`src/rtl/sd_cmd_seq.sv`:
```
// SD-card SPI-mode command sequencer: frames a 6-byte command, polls for R1, and handles trailing reads and CS release.
// Optional build macro SD_CMD_CRC7_EN computes a real CRC7; without it a constant table covers CMD0/CMD8.
module sd_cmd_seq #(
  parameter int unsigned POLL_MAX   = 8,
  parameter int unsigned POST_BYTES = 1
) (
  input  logic        clk,
  input  logic        rst_n,
  input  logic        i_start,
  input  logic [5:0]  i_cmd,
  input  logic [31:0] i_arg,
  input  logic        i_keep_cs,
  input  logic        i_rd_byte,
  input  logic        i_release,
  output logic        o_ready,
  output logic        o_done,
  output logic [7:0]  o_r1,
  output logic [7:0]  o_rx_byte,
  output logic        o_timeout,
  output logic        o_cs_n,
  output logic        o_spi_wr,
  output logic [7:0]  o_spi_tx,
  input  logic [7:0]  i_spi_rx,
  input  logic        i_spi_busy
);

  typedef enum logic [2:0] {S_IDLE, S_PRE, S_FRAME, S_POLL, S_RD, S_POST} state_t;

  localparam logic [7:0] POLL_LAST = 8'(POLL_MAX - 1);
  localparam logic [7:0] POST_LAST = 8'(POST_BYTES - 1);

  state_t      r_state, w_state_nxt;
  logic        r_wait, r_first;
  logic [7:0]  r_cnt;
  logic [5:0]  r_cmd;
  logic [31:0] r_arg;
  logic        r_keep;
  logic [7:0]  r_r1, r_rx;
  logic        r_timeout, r_cs_n, r_done;

  logic        w_spi_wr, w_byte_done, w_poll_hit;
  logic [7:0]  w_frame_byte;
  logic [6:0]  w_crc7;

`ifdef SD_CMD_CRC7_EN
  function automatic logic [6:0] crc7_calc(input logic [39:0] data);
    logic [6:0] crc;
    logic       fb;
    crc = '0;
    for (int i = 39; i >= 0; i--) begin
      fb  = data[i] ^ crc[6];
      crc = {crc[5:0], 1'b0};
      if (fb) crc = crc ^ 7'h09;
    end
    return crc;
  endfunction

  assign w_crc7 = crc7_calc({2'b01, r_cmd, r_arg});
`else
  always_comb begin
    case (r_cmd)
      6'd0:    w_crc7 = 7'h4A;
      6'd8:    w_crc7 = 7'h43;
      default: w_crc7 = 7'h7F;
    endcase
  end
`endif

  always_comb begin
    case (r_cnt[2:0])
      3'd0:    w_frame_byte = {2'b01, r_cmd};
      3'd1:    w_frame_byte = r_arg[31:24];
      3'd2:    w_frame_byte = r_arg[23:16];
      3'd3:    w_frame_byte = r_arg[15:8];
      3'd4:    w_frame_byte = r_arg[7:0];
      default: w_frame_byte = {w_crc7, 1'b1};
    endcase
  end

  // The engine raises busy one clock after wr, so the first WAIT cycle never completes a byte.
  assign w_byte_done = r_wait && !r_first && !i_spi_busy;
  assign w_poll_hit  = !i_spi_rx[7];

  always_comb begin
    // NOTE: every always_comb output gets a default first so no path can infer a latch.
    w_state_nxt = r_state;
    w_spi_wr    = (r_state != S_IDLE) && !r_wait && !i_spi_busy;
    case (r_state)
      S_IDLE: begin
        if (i_start)                   w_state_nxt = S_PRE;
        else if (i_rd_byte && !r_cs_n) w_state_nxt = S_RD;
        else if (i_release && !r_cs_n) w_state_nxt = S_POST;
      end
      S_PRE:   if (w_byte_done) w_state_nxt = S_FRAME;
      S_FRAME: if (w_byte_done && r_cnt == 8'd5) w_state_nxt = S_POLL;
      S_POLL: begin
        if (w_byte_done) begin
          if (w_poll_hit)              w_state_nxt = r_keep ? S_IDLE : S_POST;
          else if (r_cnt == POLL_LAST) w_state_nxt = S_POST;
        end
      end
      S_RD:    if (w_byte_done) w_state_nxt = S_IDLE;
      S_POST:  if (w_byte_done && r_cnt == POST_LAST) w_state_nxt = S_IDLE;
      default: w_state_nxt = S_IDLE;
    endcase
  end

  always_ff @(posedge clk) begin
    if (!rst_n) r_state <= S_IDLE;
    else        r_state <= w_state_nxt;
  end

  always_ff @(posedge clk) begin
    // NOTE: sequential state uses non-blocking assignments so every register samples pre-edge values.
    if (!rst_n) begin
      r_wait    <= 1'b0;
      r_first   <= 1'b0;
      r_cnt     <= '0;
      r_r1      <= 8'hFF;
      r_rx      <= 8'hFF;
      r_timeout <= 1'b0;
      r_cs_n    <= 1'b1;
      r_done    <= 1'b0;
    end else begin
      r_done <= (r_state != S_IDLE) && (w_state_nxt == S_IDLE);

      if (w_spi_wr) begin
        r_wait  <= 1'b1;
        r_first <= 1'b1;
      end else if (r_wait) begin
        if (r_first)          r_first <= 1'b0;
        else if (!i_spi_busy) r_wait  <= 1'b0;
      end

      if (w_state_nxt != r_state) r_cnt <= '0;
      else if (w_byte_done)       r_cnt <= r_cnt + 8'd1;

      if (r_state == S_IDLE && i_start) r_timeout <= 1'b0;
      if (w_state_nxt == S_PRE)         r_cs_n    <= 1'b0;
      if (w_state_nxt == S_POST)        r_cs_n    <= 1'b1;

      if (r_state == S_POLL && w_byte_done) begin
        if (w_poll_hit) begin
          r_r1 <= i_spi_rx;
        end else if (r_cnt == POLL_LAST) begin
          r_r1      <= 8'hFF;
          r_timeout <= 1'b1;
        end
      end

      if (r_state == S_RD && w_byte_done) r_rx <= i_spi_rx;
    end
  end

  // Command fields are only read after a start has loaded them, so they carry no reset.
  always_ff @(posedge clk) begin
    if (r_state == S_IDLE && i_start) begin
      r_cmd  <= i_cmd;
      r_arg  <= i_arg;
      r_keep <= i_keep_cs;
    end
  end

  assign o_ready   = (r_state == S_IDLE);
  assign o_done    = r_done;
  assign o_r1      = r_r1;
  assign o_rx_byte = r_rx;
  assign o_timeout = r_timeout;
  assign o_cs_n    = r_cs_n;
  assign o_spi_wr  = w_spi_wr;
  assign o_spi_tx  = (r_state == S_FRAME) ? w_frame_byte : 8'hFF;

endmodule

```
`config.mk`:
```
export PLATFORM = sky130hd
export DESIGN_NAME = sd_cmd_seq
export DESIGN_NICKNAME = d
export VERILOG_FILES = /design/src/rtl/sd_cmd_seq.sv
export SDC_FILE = /design/constraint.sdc
export NUM_CORES = 1
export LEC_CHECK = 0
export ABC_AREA = 1
export BUFFER_PORTS_ARGS = -buffer_cell sky130_fd_sc_hd__buf_2
export CORE_ASPECT_RATIO = 1.2
export CORE_MARGIN = 2
export CORE_UTILIZATION = 35
export CTS_CLUSTER_SIZE = 25
export DETAILED_ROUTE_END_ITERATION = 8
export PLACE_DENSITY = 0.62
export SLEW_MARGIN = 20
export SYNTH_ARGS = -nofsm -noshare
export SYNTH_HDL_FRONTEND = slang
export SYNTH_SLANG_ARGS = --single-unit
```
`constraint.sdc`:
```
create_clock -name clk -period 2.2 [get_ports clk]
set_clock_uncertainty 0.15 [all_clocks]
set_input_delay 0.11 -clock clk [delete_from_list [all_inputs] [get_ports clk]]
set_output_delay 0.11 -clock clk [all_outputs]
set_load 0.05 [all_outputs]
```
### Yosys cells after proc, flatten, opt, wreduce, memory -nomap -nowiden

Index checks and enable logic that the tools add are counted.

| storage, ports and cells | value |
|---|---|
| bits in writable memories | 0 |
| memory bits (read-only) | 0 |
| latch bits | 0 |
| register bits | 71 |
| memories kept | 0 |

| operators by class | value |
|---|---|
| add/subtract/negate cells | 1 |
| equality and inequality tests | 16 |
| $lt $le $gt $ge | 0 |
| shifts and indexed selects | 0 |
| multiplexer cells | 27 |
| reduce and logical (&&, ||, !) cells | 26 |
| multipliers | 0 |
| divide/modulo/power cells | 0 |
| bitwise gates (word level) | 1 |

Operators by type and width:

| kind | number |
|---|---|
| $pmux W8 S5 | 1 |
| $mux W3 | 11 |
| $mux W8 | 3 |
| $pmux W3 S6 | 1 |
| $eq A8 B3 Y1 const B | 2 |
| $eq A3 B2 Y1 const B | 4 |
| $eq A3 B3 Y1 const B | 4 |
| $logic_and A1 B1 Y1 | 12 |
| $pmux W6 S2 | 1 |
| $mux W1 | 10 |
| $eq A3 B1 Y1 const B | 3 |
| $logic_not A3 Y1 | 3 |
| $add A8 B1 Y8 const B | 1 |
| $logic_not A8 Y1 | 1 |
| $eq A6 B4 Y1 const B | 1 |
| $logic_not A6 Y1 | 1 |
| $logic_not A1 Y1 | 4 |
| $reduce_or A2 Y1 | 2 |
| $ne A3 B3 Y1 | 1 |
| $reduce_bool A3 Y1 | 1 |
| $ne A2 B1 Y1 const B | 1 |
| $reduce_and A2 Y1 | 1 |
| $reduce_bool A2 Y1 | 1 |
| $not A1 Y1 | 1 |

### Longest topological paths before layout

Gate-level depths: netlist of run 1.

| logic depth | value |
|---|---|
| word-level depth | 8 |
| depth in mapped cells | 14 |
| mapped depth without buffers | 14 |

### Worst setup path before layout of run 1

OpenSTA, ideal clock, no wires.

| timing path | value |
|---|---|
| path type | register -> output |
| start point | reg r_cnt[0] |
| end point | out o_spi_tx[4] |
| buffers on the path | 1 |
| stages on the path, launching flop included | 9 |
| arrival time | 2.073 ns |
| slack | -0.133 ns |
| path through | dfxtp_1 ha_1 ha_1 clkbuf_1 nor2_1 nand3_1 inv_1 a21oi_1 o2111ai_1 |

| between the ends | value |
|---|---|
| word-level cells in the longest chain between the ends | 3 |

Ends and longest elaborated chain:

| item | line | RTL |
|---|---|---|
| start, declared | 34 | `logic [7:0] r_cnt;` |
| start signal, assigned | 136 | `else if (w_byte_done) r_cnt <= r_cnt + 8'd1;` |
| $eq A3 B3 Y1 (tied with other cells) | 70 | `case (r_cnt[2:0])` |
| $pmux W8 S5 (*) | 70 |  |
| $mux W8 (*) | 171 | `assign o_spi_tx = (r_state == S_FRAME) ? w_frame_byte : 8'hFF;` |
| end, declared | 22 | `output logic [7:0] o_spi_tx,` |

Mark *: on every way between the ends. The rest lies on a longest branch, timed or not.

### Worst setup path in the final report of run 1

| timing path | value |
|---|---|
| start point | reg r_cnt[1] |
| end point | out o_spi_tx[0] |

Same word-level chain as after synthesis.

==> results.ini, run 1 <==
[cells_and_area]
syn_to_final_growth_pct = 46.5
final_area_sq_um = 4470
nets = 519
layout_common_cells = buf_2 (73), nand2_1 (65), dlygate4sd3_1 (48)
antenna_cells = 0
drive_gt1_share_pct = 32.4
layout_commonest_cell = buf_2

[global_route]
grt_use_total_pct = 16.8
grt_pass1_wl_mm = 12.3
first_global_vias = 2766
grt_start_max_net_pins = 40
gr-total-overflow = 0
antenna_found_initial = 0

[sta]
slew_headroom_pct = 75.1
finalMaxSlewViolations = 0
finalCriticalPeriod_ns = 2.18
fin_crit_sh_pct = 99.0
finalHoldViolations = 0
rsz0062_at_grt = yes
layout_setup_ws_ns = 0.0229
tightest_slew_ns = 0.371
setup_viol = 0
clock.fmax_ghz = 0.459

[detailed_routing]
dr.pass1.iters = 4
ant_nets = 0
routed_wl_mm = 7.45
wl_per_cell_um = 12.8
via_count = 2714
dr_wl_met2_mm = 3.89
drc = 0
m1WireLength_mm = 3.01
via_per_inst = 4.66
maxUsedRoutingLayer = met4
dr_wl_met3_um = 462
drt_iter0_drc = 106

[pwr]
power_switching_uw = 913
p_leak_uw = 0.00190
p_per_area_nw_per_um2 = 715
switching_share_pct = 28.6
ir_drop_v = 0.000579
clkPwrFrac_pct = 31.5
p_seq_share_pct = 49.8
internal-power_uw = 2280
p_total_uw = 3200
power_frac_comb_pct = 18.7

[critical_path]
end_kind = output port
cp_max_fo = 8
crit_chain = ha_4, ha_4, buf_6, a22o_1, a221oi_2, nand4_1, buf_6
crit_family = compound AO/OA/AOI/OAI gates
startpoint_type = flop
critPathKind = reg2out
cpPeakStageDelay_ns = 0.37
slowest_stage = dfxtp_4
arrival_ns = 1.92
cp.required_ns = 1.94
cp_num_buf_inv = 2

[cts]
htreeDepth = 3
clk_latency_ns = 0.34
clock-sinks = 71
clk_pin_slew_ns = 0.07
cts_buffers = 9
tritoncts = done
ctsLongestPathBuffers = 2
clockRootBuffer = clkbuf_8

[floorplanning]
core_region_area_sq_um = 8520
initial_core_util_pct = 35.8
num_io_pins = 82
die_width_um = 89.2
rows = 37
die_height_um = 106
die_area_sq_um = 9480

[yosys]
synthesis.nets = 376
yosysSeqAreaShare_pct = 59.4
syn-instance-count = 318
ys_seq_elements = 71
async_reset_ff_share_pct = 0
syn_area_per_cell_sq_um = 9.59
synth-edff-count = 39
synth.distinct_cells = 28
synth_top_area_share_pct = 38.4
synth-main-ff-cell = edfxtp_1
synth_area_leader_cell = edfxtp_1
yosysWarningCount = 0
syn_area_sq_um = 3050
yosys-top-cells-area = edfxtp_1 (38%), dfxtp_1 (21%), nand2_1 (8.4%)

[place]
place_ws_ns = 0.124
dp_hpwl_mm = 4.87
portBuffers = 81
place_congestion = 0.872
dpl_cell_area_sq_um = 3640

[run]
drv_cap = 0

[outcome]
status = finished, final reports clean

[hold_path]
hp-class = in2reg

[cells by family (layout without fill, tap and decap cells)]
logic type	after synthesis	count (layout)	synth area share [%]
buffers and inverters	41	189	5.29
AO/OA/AOI/OAI	32	32	6.85
adder cells (fa/ha/maj)	5	5	2.05
XOR/XNOR	5	5	1.44
flip-flops	71	71	59.4
AND/OR/NAND/NOR	164	164	25.0
[power groups by stage]
stage                     Combinational (uW)  Clock (uW)  Sequential (uW)
after floorplan                          327           0             1640
after global placement                   508           0             1610
after detailed placement                 511           0             1610
after CTS                                589        1040             1590
after global routing                     660        1100             1600
final                                    597        1010             1590
[Yosys cell counts (all sizes together) (3+ instances only)]
library cell and n:
nand4 3, edfxtp 39, nand2 74, ha 5, clkbuf 4, a21oi 5
a221oi 8, a22o 4, nor2 35, xor2 4, dfxtp 32, o21ai 14
nand3 45, inv 35, nor3 6
[stage by stage]
step	util, %	setup TNS, ns	cells	hold WS [ns]
floorplan	-	-0.306	318	0.0589
global placement	42.8	0	517	0.137
detailed placement	42.8	0	517	0.138
CTS	51.8	-0.0696	581	0.0223
global route	52.5	-0.504	583	0.0272
finish	52.5	0	583	0.0317
[layer usage]
layer / GRT usage (%) / vias up
met5: 0 / -
met4: 4.16 / 0
met3: 5.59 / 11
met2: 30.5 / 82
met1: 18.5 / 1260
li1: - / 1361
[cell type report]
cell class	count	area [sq um]
Fill cell	803	4050
Sequential cell	71	1820
Multi-Input combinational cell	206	1160
Timing Repair Buffer	137	1010
Tap cell	117	146
Inverter	36	141
Clock buffer	10	128
Clock inverter	6	62.6
[worst min-delay path, cell delays in order]
cell and delay, ns:
buf_2 0.09, nand3_1 0.13, nand2_1 0.09, a21oi_1 0.06
[flip-flops by register name (all words and copies together) (netlist names)]
register / cells
r_cmd: 6
o_r1: 8
r_cnt: 8
o_done: 1
o_cs_n: 1
r_state: 3
r_keep: 1
o_rx_byte: 8
r_arg: 32
r_wait: 1
r_first: 1
o_timeout: 1
[what timing repair did]
action	4_1_cts	5_1_grt
hold buffers	48	0
setup buffers	0	2
endpoints found under the setup margin	8	8
resized for setup	30	12
hold endpoints to repair	56	0
pin swaps	3	9
[final timing paths]
path | start | endpoint | slack, ns | cells after the start
max | r_cnt[1] | o_spi_tx[0] | 0.02 | 7
min | i_start | o_timeout | 0.03 | 4
max reg2reg | r_cnt[1] | r_cnt[0] | 0.33 | 14
min reg2reg | o_rx_byte[6] | o_rx_byte[6] | 0.30 | 2
Power figures use the tool's default switching activity.
==> inputs of run 2 (changes only) <==
--- a/config.mk
+++ b/config.mk
@@ -7,12 +7,13 @@
 export LEC_CHECK = 0
 export ABC_AREA = 1
 export BUFFER_PORTS_ARGS = -buffer_cell sky130_fd_sc_hd__buf_2
-export CORE_ASPECT_RATIO = 1.2
+export CORE_ASPECT_RATIO = 0.9
 export CORE_MARGIN = 2
 export CORE_UTILIZATION = 35
 export CTS_CLUSTER_SIZE = 25
 export DETAILED_ROUTE_END_ITERATION = 8
 export PLACE_DENSITY = 0.62
+export SETUP_SLACK_MARGIN = 0.05
 export SLEW_MARGIN = 20
 export SYNTH_ARGS = -nofsm -noshare
 export SYNTH_HDL_FRONTEND = slang
==> results.ini, run 2 (synthesis results as in run 1) <==
[outcome]
status = finished, final reports clean

[sta]
rsz0062_at_grt = yes
finalSetupTns_ns = 0
tightest_slew_ns = 0.345
setup_viol = 0
finalCriticalPeriod_ns = 2.20
finalHoldViolations = 0
finalMaxSlewViolations = 0
clock.fmax_ghz = 0.455
slew_headroom_pct = 77.0
fin_crit_sh_pct = 100
worst_hold_slack_ns = 0.0488

[detailed_routing]
drc = 0
m1WireLength_mm = 3.57
wl_per_cell_um = 13.4
via_per_inst = 4.60
dr_wl_met2_mm = 3.85
dr_wl_met3_um = 393
ant_nets = 0
via_count = 2753
maxUsedRoutingLayer = met4
drt_iter0_drc = 98
dr.pass1.iters = 4
routed_wl_mm = 8.03

[cells_and_area]
layout_common_cells = buf_2 (72), nand2_1 (63), dlygate4sd3_1 (56)
layout_commonest_cell = buf_2
top_register = r_arg
drive_gt1_share_pct = 35.9
antenna_cells = 0
syn_to_final_growth_pct = 54.7
nets = 532
nFillCells = 756
largest_reg_flops = 32
layout.cells.non_filler = 598

[place]
dp_hpwl_mm = 5.20
dp.cells = 522
place_congestion = 0.880
portBuffers = 81

[cts]
clock-sinks = 71
tritoncts = done
htreeDepth = 3
cts_buffers = 9
clk_latency_ns = 0.35
clk_pin_slew_ns = 0.08
clockRootBuffer = clkbuf_8
ctsLongestPathBuffers = 2

[critical_path]
cp.required_ns = 1.94
end_kind = output port
arrival_ns = 1.94
startpoint_type = flop
cp_max_fo = 5
r2r_slack_ns = 0.10
critPathKind = reg2out

[run]
drv_cap = 0

[floorplanning]
die_area_sq_um = 9480
num_io_pins = 82
initial_core_util_pct = 35.8
die_height_um = 92.6
rows = 32
core_region_area_sq_um = 8530
die_width_um = 102

[global_route]
first_global_vias = 2884
grt_start_max_net_pins = 40
grt_use_total_pct = 18.5
antenna_found_initial = 0
grt_pass1_wl_mm = 13.4
gr-total-overflow = 0

[pwr]
p_per_area_nw_per_um2 = 695
p_leak_uw = 0.00196
ir_drop_v = 0.000330

[hold_path]
hp-class = in2reg

[run 2: per-layer routing]
metal  up-vias  track usage [%]
met3        17             4.83
met2        87             30.2
met4         0             7.33
li1       1391                -
met1      1258             23.2
met5         -                0
[run 2: timing repair]
item	4_1_cts	5_1_grt
endpoints found under the setup margin	8	17
hold buffers	56	0
cloned	0	0
gates resized for setup	44	20
pin swaps	8	7
hold endpoints to repair	57	0
buffers inserted	2	2
[run 2: final timing paths]
path             from          end  cells past startpoint
min           i_start    o_timeout                      4
min reg2reg   o_r1[6]      o_r1[6]                      2
max reg2reg  r_cnt[0]      o_r1[2]                      9
max          r_cnt[0]  o_spi_tx[2]                      7
[run 2: metrics by stage]
step | area, sq um | power, uW | util [%] | worst slack (ns)
after detailed placement | 3700 | 2140 | 43.4 | -0.00306
final | 4720 | 3280 | 55.3 | 0.000662
after floorplan | 3090 | 1970 | - | 0.00157
after global routing | 4720 | 3440 | 55.3 | -0.0937
after global placement | 3700 | 2130 | 43.4 | 0.0775
after CTS | 4630 | 3280 | 54.3 | 0.00505
[run 2: critical path, cell delays in order, from the launching register on]
cell and delay [ns]:
dfxtp_4 0.37, ha_4 0.17, ha_4 0.17, buf_6 0.12, a22o_1 0.21, a221oi_2 0.16
nand4_1 0.17, buf_6 0.20
[run 2: layout make-up]
type	instances	area [sq um]	share of cell area, %
clock inverter	7	71.3	1.51
tap	119	149	3.16
sequential	71	1820	38.6
timing repair buffer	150	1140	24.2
inverter	36	143	3.02
clock buffer	9	124	2.63
multi-input combinational	206	1270	27.0
[run 2: where the power goes]
group / leakage, uW / switching, uW / internal (uW) / total [uW]
clock network: 0.0000898 / 521 / 524 / 1050
logic: 0.00124 / 393 / 244 / 637
registers: 0.000633 / 63.0 / 1530 / 1600
==> inputs of run 3 (changes only) <==
--- a/config.mk
+++ b/config.mk
@@ -12,7 +12,6 @@
 export CORE_UTILIZATION = 35
 export CTS_CLUSTER_SIZE = 25
 export DETAILED_ROUTE_END_ITERATION = 8
-export PLACE_DENSITY = 0.62
 export SETUP_SLACK_MARGIN = 0.05
 export SLEW_MARGIN = 20
 export SYNTH_ARGS = -nofsm -noshare
==> results.ini, run 3 (synthesis results as in run 1) <==
[cts]
clock-sinks = 71
clockRootBuffer = clkbuf_8
htreeDepth = 3
clk_latency_ns = 0.34
clk_pin_slew_ns = 0.08
tritoncts = done
cts_buffers = 9
ctsLongestPathBuffers = 2

[global_route]
grt_start_max_net_pins = 40
gr-total-overflow = 0
grt_use_total_pct = 18.2
first_global_vias = 2777
grt_pass1_wl_mm = 13.3
antenna_found_initial = 0

[critical_path]
cp_max_fo = 8
startpoint_type = flop
end_kind = output port
arrival_ns = 2.01
critPathKind = reg2out
cp.required_ns = 1.94

[place]
portBuffers = 81
place_congestion = 0.855
dp_hpwl_mm = 5.14

[detailed_routing]
via_count = 2747
wl_per_cell_um = 14.0
ant_nets = 0
drt_iter0_drc = 60
routed_wl_mm = 8.38
drc = 0
via_per_inst = 4.59
dr.pass1.iters = 4

[sta]
fin_crit_sh_pct = 103
setup_viol = 3
clock.fmax_ghz = 0.441
finalCriticalPeriod_ns = 2.27
layout_setup_ws_ns = -0.0652
finalHoldViolations = 0
rsz0062_at_grt = yes
finalSetupTns_ns = -0.0808
slew_headroom_pct = 74.7
worst_hold_slack_ns = 0.0584
tightest_slew_ns = 0.375
finalMaxSlewViolations = 0

[cells_and_area]
largest_reg_flops = 32
antenna_cells = 0
drive_gt1_share_pct = 36.5
top_register = r_arg
syn_to_final_growth_pct = 56.4
layout_commonest_cell = buf_2
layout_common_cells = buf_2 (73), nand2_1 (64), dlygate4sd3_1 (54)
nets = 532

[floorplanning]
die_width_um = 102
core_region_area_sq_um = 8530
die_area_sq_um = 9480
rows = 32
num_io_pins = 82
initial_core_util_pct = 35.8
die_height_um = 92.6

[hold_path]
hp-class = in2reg

[outcome]
status = finished, violations left
failed_checks = setup timing

[run]
drv_cap = 0

[pwr]
p_leak_uw = 0.00197
p_total_uw = 3330
p_per_area_nw_per_um2 = 699
power_switching_uw = 1010
ir_drop_v = 0.000520
power_frac_comb_pct = 19.4
switching_share_pct = 30.3
p_seq_share_pct = 48.3
clkPwrFrac_pct = 32.3
internal-power_uw = 2320

[run 3: changes by cell type in the layout (fill, tap and decap cells not counted), sizes merged]
cell,before,now
buf,93,96
dlygate4sd3,56,54
clkbuf,10,9
clkinvlp,3,4
inv,37,36
[run 3: power groups by stage]
stage          Clock (uW)  Sequential (uW)  Combinational, uW
3_3_place_gp            0             1620                513
4_1_cts              1090             1600                609
6_report             1080             1610                647
5_1_grt              1160             1620                713
3_5_place_dp            0             1620                517
2_1_floorplan           0             1640                333
[run 3: final timing paths]
kind,from,to,slack [ns],cells after the start
min reg2reg,o_r1[7],o_r1[7],0.30,2
min,i_start,o_timeout,0.06,4
max reg2reg,r_first,o_rx_byte[4],0.20,8
max,r_cnt[0],o_spi_tx[0],-0.07,7
[run 3: critical path: stages (launching register included)]
cell	delay (ns)
dfxtp_4	0.38
ha_4	0.18
ha_4	0.15
buf_6	0.13
a22o_1	0.23
a221oi_2	0.20
nand4_1	0.19
buf_6	0.20
[run 3: area by class of cell]
type                            instances  area (sq um)
Timing Repair Buffer                  150          1150
Clock buffer                            9           124
Fill cell                             738          3760
Inverter                               36           144
Sequential cell                        71          1820
Clock inverter                          7          81.3
Tap cell                              119           149
Multi-Input combinational cell        206          1300
[run 3: layer usage]
layer,vias to the layer above,track usage [%],routed length (um)
li1,1388,-,-
met1,1278,21.6,3590
met2,77,32.3,4330
met3,4,5.21,402
met4,0,4.67,61
met5,-,0,0
[run 3: stage by stage]
step | setup WS, ns | cell area [sq um] | cells | util [%]
floorplan | 0.00157 | 3090 | 318 | -
global placement | 0.143 | 3690 | 520 | 43.2
detailed placement | 0.104 | 3690 | 520 | 43.2
CTS | -0.0299 | 4640 | 593 | 54.4
global route | -0.152 | 4770 | 598 | 56.0
finish | -0.0652 | 4770 | 598 | 56.0
[run 3: what timing repair did]
item                                    4_1_cts  5_1_grt
endpoints found under the setup margin        8       15
pin swaps                                    11       13
endpoints found under the hold margin        56        0
hold buffers                                 54        0
setup buffers                                 3        5
gates resized for setup                      49       19
